## src/rtl/knn_pkg.sv

```systemverilog
// rtl/knn_pkg.sv - shared state encoding and address helpers for the KNN training loader
package knn_pkg;

  typedef logic [2:0] knn_state_t;

  localparam knn_state_t ST_IDLE       = 3'd0;
  localparam knn_state_t ST_LOAD_QUERY = 3'd1;
  localparam knn_state_t ST_READY      = 3'd2;
  localparam knn_state_t ST_FETCH      = 3'd3;
  localparam knn_state_t ST_DONE       = 3'd4;

  // One type word followed by the feature words.
  function automatic int unsigned words_per_sample(input int unsigned mn);
    return mn + 1;
  endfunction

  function automatic int unsigned sample_base(input int unsigned s, input int unsigned mn,
                                              input int unsigned qbase);
    return qbase + mn + s * words_per_sample(mn);
  endfunction

endpackage

```

## src/rtl/knn_burst_reader.sv

```systemverilog
// rtl/knn_burst_reader.sv - issues count sequential reads from base and tags each returned word
module knn_burst_reader #(
  parameter int W      = 8,
  parameter int ADDR_W = 12,
  parameter int CNT_W  = 5
) (
  input  logic              clk,
  input  logic              rst,
  input  logic              go,
  input  logic [ADDR_W-1:0] base,
  input  logic [CNT_W-1:0]  count,
  input  logic [W-1:0]      mem_rd_data,
  output logic              mem_rd_en,
  output logic [ADDR_W-1:0] mem_addr,
  output logic              rsp_valid,
  output logic [W-1:0]      rsp_data,
  output logic [CNT_W-1:0]  rsp_index,
  output logic              rsp_last
);

  logic              rd_en_q, rd_en_d;
  logic [ADDR_W-1:0] addr_q, addr_d;
  logic [CNT_W-1:0]  idx_q, idx_d;
  logic [CNT_W-1:0]  cnt_q, cnt_d;
  logic              rsp_valid_q, rsp_valid_d;
  logic [CNT_W-1:0]  rsp_idx_q, rsp_idx_d;
  logic              rsp_last_q, rsp_last_d;
  logic              issue_last;

  assign issue_last = (idx_q == cnt_q - CNT_W'(1));

  always_comb begin
    rd_en_d = rd_en_q;
    addr_d  = addr_q;
    idx_d   = idx_q;
    cnt_d   = cnt_q;
    if (go) begin
      rd_en_d = (count != '0);
      addr_d  = base;
      idx_d   = '0;
      cnt_d   = count;
    end else if (rd_en_q) begin
      if (issue_last) begin
        rd_en_d = 1'b0;
      end else begin
        addr_d = addr_q + ADDR_W'(1);
        idx_d  = idx_q + CNT_W'(1);
      end
    end
    // Response tags trail the strobe by one cycle, matching the RAM read latency.
    rsp_valid_d = rd_en_q;
    rsp_idx_d   = idx_q;
    rsp_last_d  = rd_en_q && issue_last;
  end

  always_ff @(posedge clk) begin
    if (rst) begin
      rd_en_q     <= 1'b0;
      addr_q      <= '0;
      idx_q       <= '0;
      cnt_q       <= '0;
      rsp_valid_q <= 1'b0;
      rsp_idx_q   <= '0;
      rsp_last_q  <= 1'b0;
    end else begin
      rd_en_q     <= rd_en_d;
      addr_q      <= addr_d;
      idx_q       <= idx_d;
      cnt_q       <= cnt_d;
      rsp_valid_q <= rsp_valid_d;
      rsp_idx_q   <= rsp_idx_d;
      rsp_last_q  <= rsp_last_d;
    end
  end

  assign mem_rd_en = rd_en_q;
  assign mem_addr  = addr_q;
  assign rsp_valid = rsp_valid_q;
  assign rsp_data  = mem_rd_data;
  assign rsp_index = rsp_idx_q;
  assign rsp_last  = rsp_last_q;

endmodule

```

## src/rtl/knn_training_loader.sv

```systemverilog
// rtl/knn_training_loader.sv - loads the query then serves one training sample per request
// Build option KNN_LOADER_WRAP_EN: wrap to sample 0 after the last sample instead of stopping.
module knn_training_loader
  import knn_pkg::*;
#(
  parameter int M           = 4,
  parameter int N           = 4,
  parameter int W           = 8,
  parameter int TYPE_W      = 2,
  parameter int NUM_SAMPLES = 16,
  parameter int ADDR_W      = 12,
  parameter int QUERY_BASE  = 0
) (
  input  logic                           clk,
  input  logic                           rst,
  input  logic                           start,
  input  logic                           data_request,
  input  logic [W-1:0]                   mem_rd_data,
  output logic                           mem_rd_en,
  output logic [ADDR_W-1:0]              mem_addr,
  output logic [M*N-1:0][W-1:0]          input_data,
  output logic                           query_valid,
  output logic [M*N-1:0][W-1:0]          training_data,
  output logic [TYPE_W-1:0]              training_data_type,
  output logic                           read_done,
  output logic [$clog2(NUM_SAMPLES)-1:0] sample_index,
  output logic                           samples_done,
  output logic                           busy
);

  localparam int MN     = M * N;
  localparam int WPS    = words_per_sample(MN);
  localparam int CNT_W  = $clog2(WPS + 1);
  localparam int SIDX_W = $clog2(NUM_SAMPLES);
  localparam longint unsigned LAST_END =
    64'(sample_base(NUM_SAMPLES - 1, MN, QUERY_BASE)) + 64'(WPS);
  localparam longint unsigned ADDR_SPACE = 64'd1 << ADDR_W;

  if (LAST_END > ADDR_SPACE) begin : g_bad_layout
    $error("knn_training_loader: training set does not fit in the address space");
  end

  knn_state_t               state_q, state_d;
  logic                     query_valid_q, query_valid_d;
  logic                     samples_done_q, samples_done_d;
  logic                     read_done_q, read_done_d;
  logic [SIDX_W-1:0]        sample_index_q, sample_index_d;
  logic [TYPE_W-1:0]        type_q, type_d;
  logic [MN-1:0][W-1:0]     input_q, input_d;
  logic [MN-1:0][W-1:0]     train_q, train_d;

  logic                     burst_go;
  logic [ADDR_W-1:0]        burst_base;
  logic [CNT_W-1:0]         burst_count;
  logic                     rsp_valid;
  logic [W-1:0]             rsp_data;
  logic [CNT_W-1:0]         rsp_index;
  logic                     rsp_last;
  logic                     last_sample;

  assign last_sample = (sample_index_q == SIDX_W'(NUM_SAMPLES - 1));

  knn_burst_reader #(
    .W      (W),
    .ADDR_W (ADDR_W),
    .CNT_W  (CNT_W)
  ) u_reader (
    .clk         (clk),
    .rst         (rst),
    .go          (burst_go),
    .base        (burst_base),
    .count       (burst_count),
    .mem_rd_data (mem_rd_data),
    .mem_rd_en   (mem_rd_en),
    .mem_addr    (mem_addr),
    .rsp_valid   (rsp_valid),
    .rsp_data    (rsp_data),
    .rsp_index   (rsp_index),
    .rsp_last    (rsp_last)
  );

  always_comb begin
    state_d        = state_q;
    query_valid_d  = query_valid_q;
    read_done_d    = 1'b0;
    sample_index_d = sample_index_q;
    type_d         = type_q;
    input_d        = input_q;
    train_d        = train_q;
`ifdef KNN_LOADER_WRAP_EN
    samples_done_d = 1'b0;
`else
    samples_done_d = samples_done_q;
`endif
    burst_go    = 1'b0;
    burst_base  = ADDR_W'(QUERY_BASE);
    burst_count = CNT_W'(MN);

    case (state_q)
      ST_IDLE, ST_DONE: begin
        if (start) begin
          state_d        = ST_LOAD_QUERY;
          burst_go       = 1'b1;
          query_valid_d  = 1'b0;
          samples_done_d = 1'b0;
        end
      end
      ST_LOAD_QUERY: begin
        if (rsp_valid) begin
          for (int k = 0; k < MN; k++) begin
            if (rsp_index == CNT_W'(k)) input_d[k] = rsp_data;
          end
          if (rsp_last) begin
            query_valid_d  = 1'b1;
            sample_index_d = '0;
          end
        end
        if (query_valid_q) state_d = ST_READY;
      end
      ST_READY: begin
        if (start) begin
          state_d        = ST_LOAD_QUERY;
          burst_go       = 1'b1;
          query_valid_d  = 1'b0;
          samples_done_d = 1'b0;
        end else if (data_request) begin
          state_d     = ST_FETCH;
          burst_go    = 1'b1;
          burst_base  = ADDR_W'(sample_base(32'(sample_index_q), MN, QUERY_BASE));
          burst_count = CNT_W'(WPS);
        end
      end
      ST_FETCH: begin
        if (rsp_valid) begin
          if (rsp_index == '0) type_d = rsp_data[TYPE_W-1:0];
          for (int k = 0; k < MN; k++) begin
            if (rsp_index == CNT_W'(k + 1)) train_d[k] = rsp_data;
          end
          if (rsp_last) begin
            read_done_d    = 1'b1;
            sample_index_d = last_sample ? '0 : sample_index_q + SIDX_W'(1);
            if (last_sample) samples_done_d = 1'b1;
          end
        end
        // Stay one extra cycle so read_done is seen before a new request is accepted.
        if (read_done_q) begin
`ifdef KNN_LOADER_WRAP_EN
          state_d = ST_READY;
`else
          state_d = samples_done_q ? ST_DONE : ST_READY;
`endif
        end
      end
      default: state_d = ST_IDLE;
    endcase
  end

  always_ff @(posedge clk) begin
    if (rst) begin
      state_q        <= ST_IDLE;
      query_valid_q  <= 1'b0;
      samples_done_q <= 1'b0;
      read_done_q    <= 1'b0;
      sample_index_q <= '0;
      type_q         <= '1;
      input_q        <= '1;
      train_q        <= '1;
    end else begin
      state_q        <= state_d;
      query_valid_q  <= query_valid_d;
      samples_done_q <= samples_done_d;
      read_done_q    <= read_done_d;
      sample_index_q <= sample_index_d;
      type_q         <= type_d;
      input_q        <= input_d;
      train_q        <= train_d;
    end
  end

  assign input_data         = input_q;
  assign query_valid        = query_valid_q;
  assign training_data      = train_q;
  assign training_data_type = type_q;
  assign read_done          = read_done_q;
  assign sample_index       = sample_index_q;
  assign samples_done       = samples_done_q;
  assign busy               = (state_q == ST_LOAD_QUERY) || (state_q == ST_FETCH);

endmodule

```

## config.mk

```make
export PLATFORM = sky130hd
export DESIGN_NAME = knn_training_loader
export DESIGN_NICKNAME = d
export VERILOG_FILES = /design/src/rtl/knn_pkg.sv /design/src/rtl/knn_burst_reader.sv /design/src/rtl/knn_training_loader.sv
export SDC_FILE = /design/constraint.sdc
export NUM_CORES = 1
export LEC_CHECK = 0
export CORE_MARGIN = 2
export CORE_UTILIZATION = 49
export DETAILED_ROUTE_END_ITERATION = 10
export PLACE_DENSITY = 0.8
export SETUP_SLACK_MARGIN = 0.15
export SYNTH_ARGS = -nofsm -noshare
export SYNTH_HDL_FRONTEND = slang
export SYNTH_SLANG_ARGS = --single-unit
```

## constraint.sdc

```tcl
create_clock -name clk -period 2.6 [get_ports clk]
set_input_delay 0.26 -clock clk [delete_from_list [all_inputs] [get_ports clk]]
set_output_delay 0.26 -clock clk [all_outputs]
set_load 0.03 [all_outputs]
```

==> results.yml, run 1 <==
yosys:
  dominantRegCellSynth: "dfxtp_1"
  synth_top_area_share_pct: 52.7
  syn_inst: 1256
  synth_largest_area_cell: "dfxtp_1"
  synthesis.area_mm2: 0.0112
  synthArstFlopShare_pct: 0
  synth_cell_types: 54
  synth_nets: 1272
  avgSynthCellArea_um2: 8.93
  post-synth-top-count-cell: "nand2_1"
  yosys-top-cells-area: "dfxtp_1, nand2_1, nand3b_1"
  yosysWarnings: 0
  seq_area_frac_synth_pct: 52.7
  ys_seq_elements: 295
  synth_edf_count: 0
  synthTopCellsByCount: "nand2_1, dfxtp_1, nand3b_1"
sta:
  max_freq_mhz: 445
  slew_viol_final: 0
  fin_crit_ps: 2250
  rsz0062_at_grt: "no"
  fin_skew_ps: 12.3
  report.final.setup_viol: 0
  tightest_slew_ps: 977
  hold_viol_final: 0
  fin_crit_sh_pct: 86.5
  slew_headroom_pct: 34.9
  fin_tns_setup_ps: 0
pwr:
  ir_worst_vdd_mv: 0.637
  powerDensity_mw_per_mm2: 613
  p_leak_nw: 6.59
  p_total_w: 0.00937
cells_and_area:
  fin_util_pct: 67.7
  seq_area_mm2: 0.00591
  antenna_cells: 0
  nFillCells: 1805
  final_cell_count_no_fill: 1818
  nets: 1527
  syn_to_final_growth_pct: 36.2
  design_area_mm2: 0.0153
  drive_gt1_share_pct: 5.74
  multi_input_area_mm2: 0.00495
clock_tree:
  postCtsSetupRepairBufs: 0
  ctsLongestPathBuffers: 3
  root_buffer: "clkbuf_16"
  cts_tree: "built"
  cts_sinks: 295
  htree_num_levels: 1
  insertion_delay_ps: 550
  cts_made_buffers: 30
  clkTransAtPathRegs_ps: 60
place:
  gp_congestion: 0.895
  dpl.hpwl_um: 23300
  placed_cells_incl_taps: 1764
  port-buffer-count: 290
  placed_cell_area_mm2: 0.0143
hold_path:
  hold_path_class: "input port to register"
setup_path:
  cp-start-kind: "register"
  path_max_fanout: 15
  critPathArrivalTime_ps: 2680
  end_kind: "register"
  worst-setup-path-type: "register to register"
  required_ps: 3030
detailed_routing:
  routed_wl_um: 35200
  viasPerCell: 5.54
  wl_per_cell_um: 19.4
  drtIter0Drc: 688
  final_antenna_net_count: 0
  vias: 10076
  drtPass1Iterations: 6
  drcViolationCount: 0
grt:
  grt-ovfl-total: 0
  grt.total_usage_pct: 28.1
  grt_pass1_wl_um: 53800
  antenna_found_initial: 0
  grt_max_degree: 105
  grt_pass1_vias: 9460
die:
  core_mm2: 0.0226
  die_w_um: 155
  die-area_mm2: 0.0241
  fp.dieH_um: 155
  io_pins: 291
  start_util_pct: 49.7
  rows: 55
flow_run:
  drv_cap: 0
run_status:
  status: "completed"
-- final timing paths --
path	startpoint	endpoint	slack, ps	cells past startpoint
hold / removal	rst	sample_index[3]$_SDFFE_PP0P_	260	2
setup reg to reg	state_q[1]$_SDFFE_PP0P_	training_data[47]$_SDFFE_PP1P_	350	4
hold reg to reg	training_data[55]$_SDFFE_PP1P_	training_data[55]$_SDFFE_PP1P_	470	1
setup / recovery	state_q[1]$_SDFFE_PP0P_	training_data[47]$_SDFFE_PP1P_	350	4
-- through the flow --
| step | setup WS, ps | hold WS (ps) |
|---|---|---|
| after floorplan | 793 | 378 |
| after global placement | 472 | 442 |
| after detailed placement | 420 | 453 |
| after CTS | 163 | 250 |
| after global routing | 209 | 286 |
| final | 351 | 257 |
-- cell type report --
class / instances / area share (%)
clock inverter: 14 / 0.852
timing repair buffer: 306 / 19.7
multi-input combinational: 870 / 32.4
sequential: 295 / 38.7
clock buffer: 40 / 5.76
tap: 285 / 2.33
inverter: 8 / 0.213
-- cells in the final DEF, fill, tap and decap left out, drive strengths merged, types with 9 or more instances in the layout --
master	n
a211o	22
a21oi	9
buf	21
clkbuf	40
clkdlybuf4s50	284
clkinv	10
dfxtp	295
inv	9
mux2i	73
nand2	402
nand3	45
nand3b	112
nor2	61
nor2b	22
o211ai	34
-- timing repair --
action,in CTS,in global routing
resized for setup,0,1
setup endpoints to repair,0,1
hold buffers,0,0
-- report_power, final --
group	switching (W)	internal [W]	leakage, nW
registers	0.0000365	0.00454	2.39
clock network	0.00180	0.00256	0.507
logic	0.000295	0.000128	3.69
-- state kept, by name, summed over array words and instances (netlist names), 3 cells and up --
register,cells
state_q,3
u_reader.idx_q,5
training_data,128
u_reader.mem_addr,12
sample_index,4
input_data,128
u_reader.rsp_index,5
-- critical path, cell delays in order, from the launching register on --
cell,delay [ps]
dfxtp_1,620
and4b_1,400
and2_1,340
nand2_1,380
a211o_1,390
-- kinds of logic (layout without fill, tap and decap cells) --
kind of cell             Yosys count  in the layout  synth area share, %
AND/OR/NAND/NOR                  679            679                 29.1
flip-flops                       295            295                 52.7
AO/OA/AOI/OAI                    101            101                 7.01
buffers and inverters             91            368                 3.28
multiplexers                      73             73                 6.52
XOR/XNOR                          13             13                 1.02
adder cells (fa/ha/maj)            4              4                0.446
-- layer usage --
layer | up-vias | share of wire, % | global-route usage [%]
met5 | - | 0 | 0
met4 | 0 | 3.3 | 9.48
met3 | 70 | 9.8 | 8.11
met2 | 474 | 44 | 44.7
met1 | 4801 | 43 | 36.8
li1 | 4731 | - | -
Power figures use the tool's default switching activity.
==> run 2: changes to the inputs <==
- TNS_END_PERCENT: default -> 100
==> results of run 2 <==
No change in the layout: final DEF, timing and power equal those of run 1.
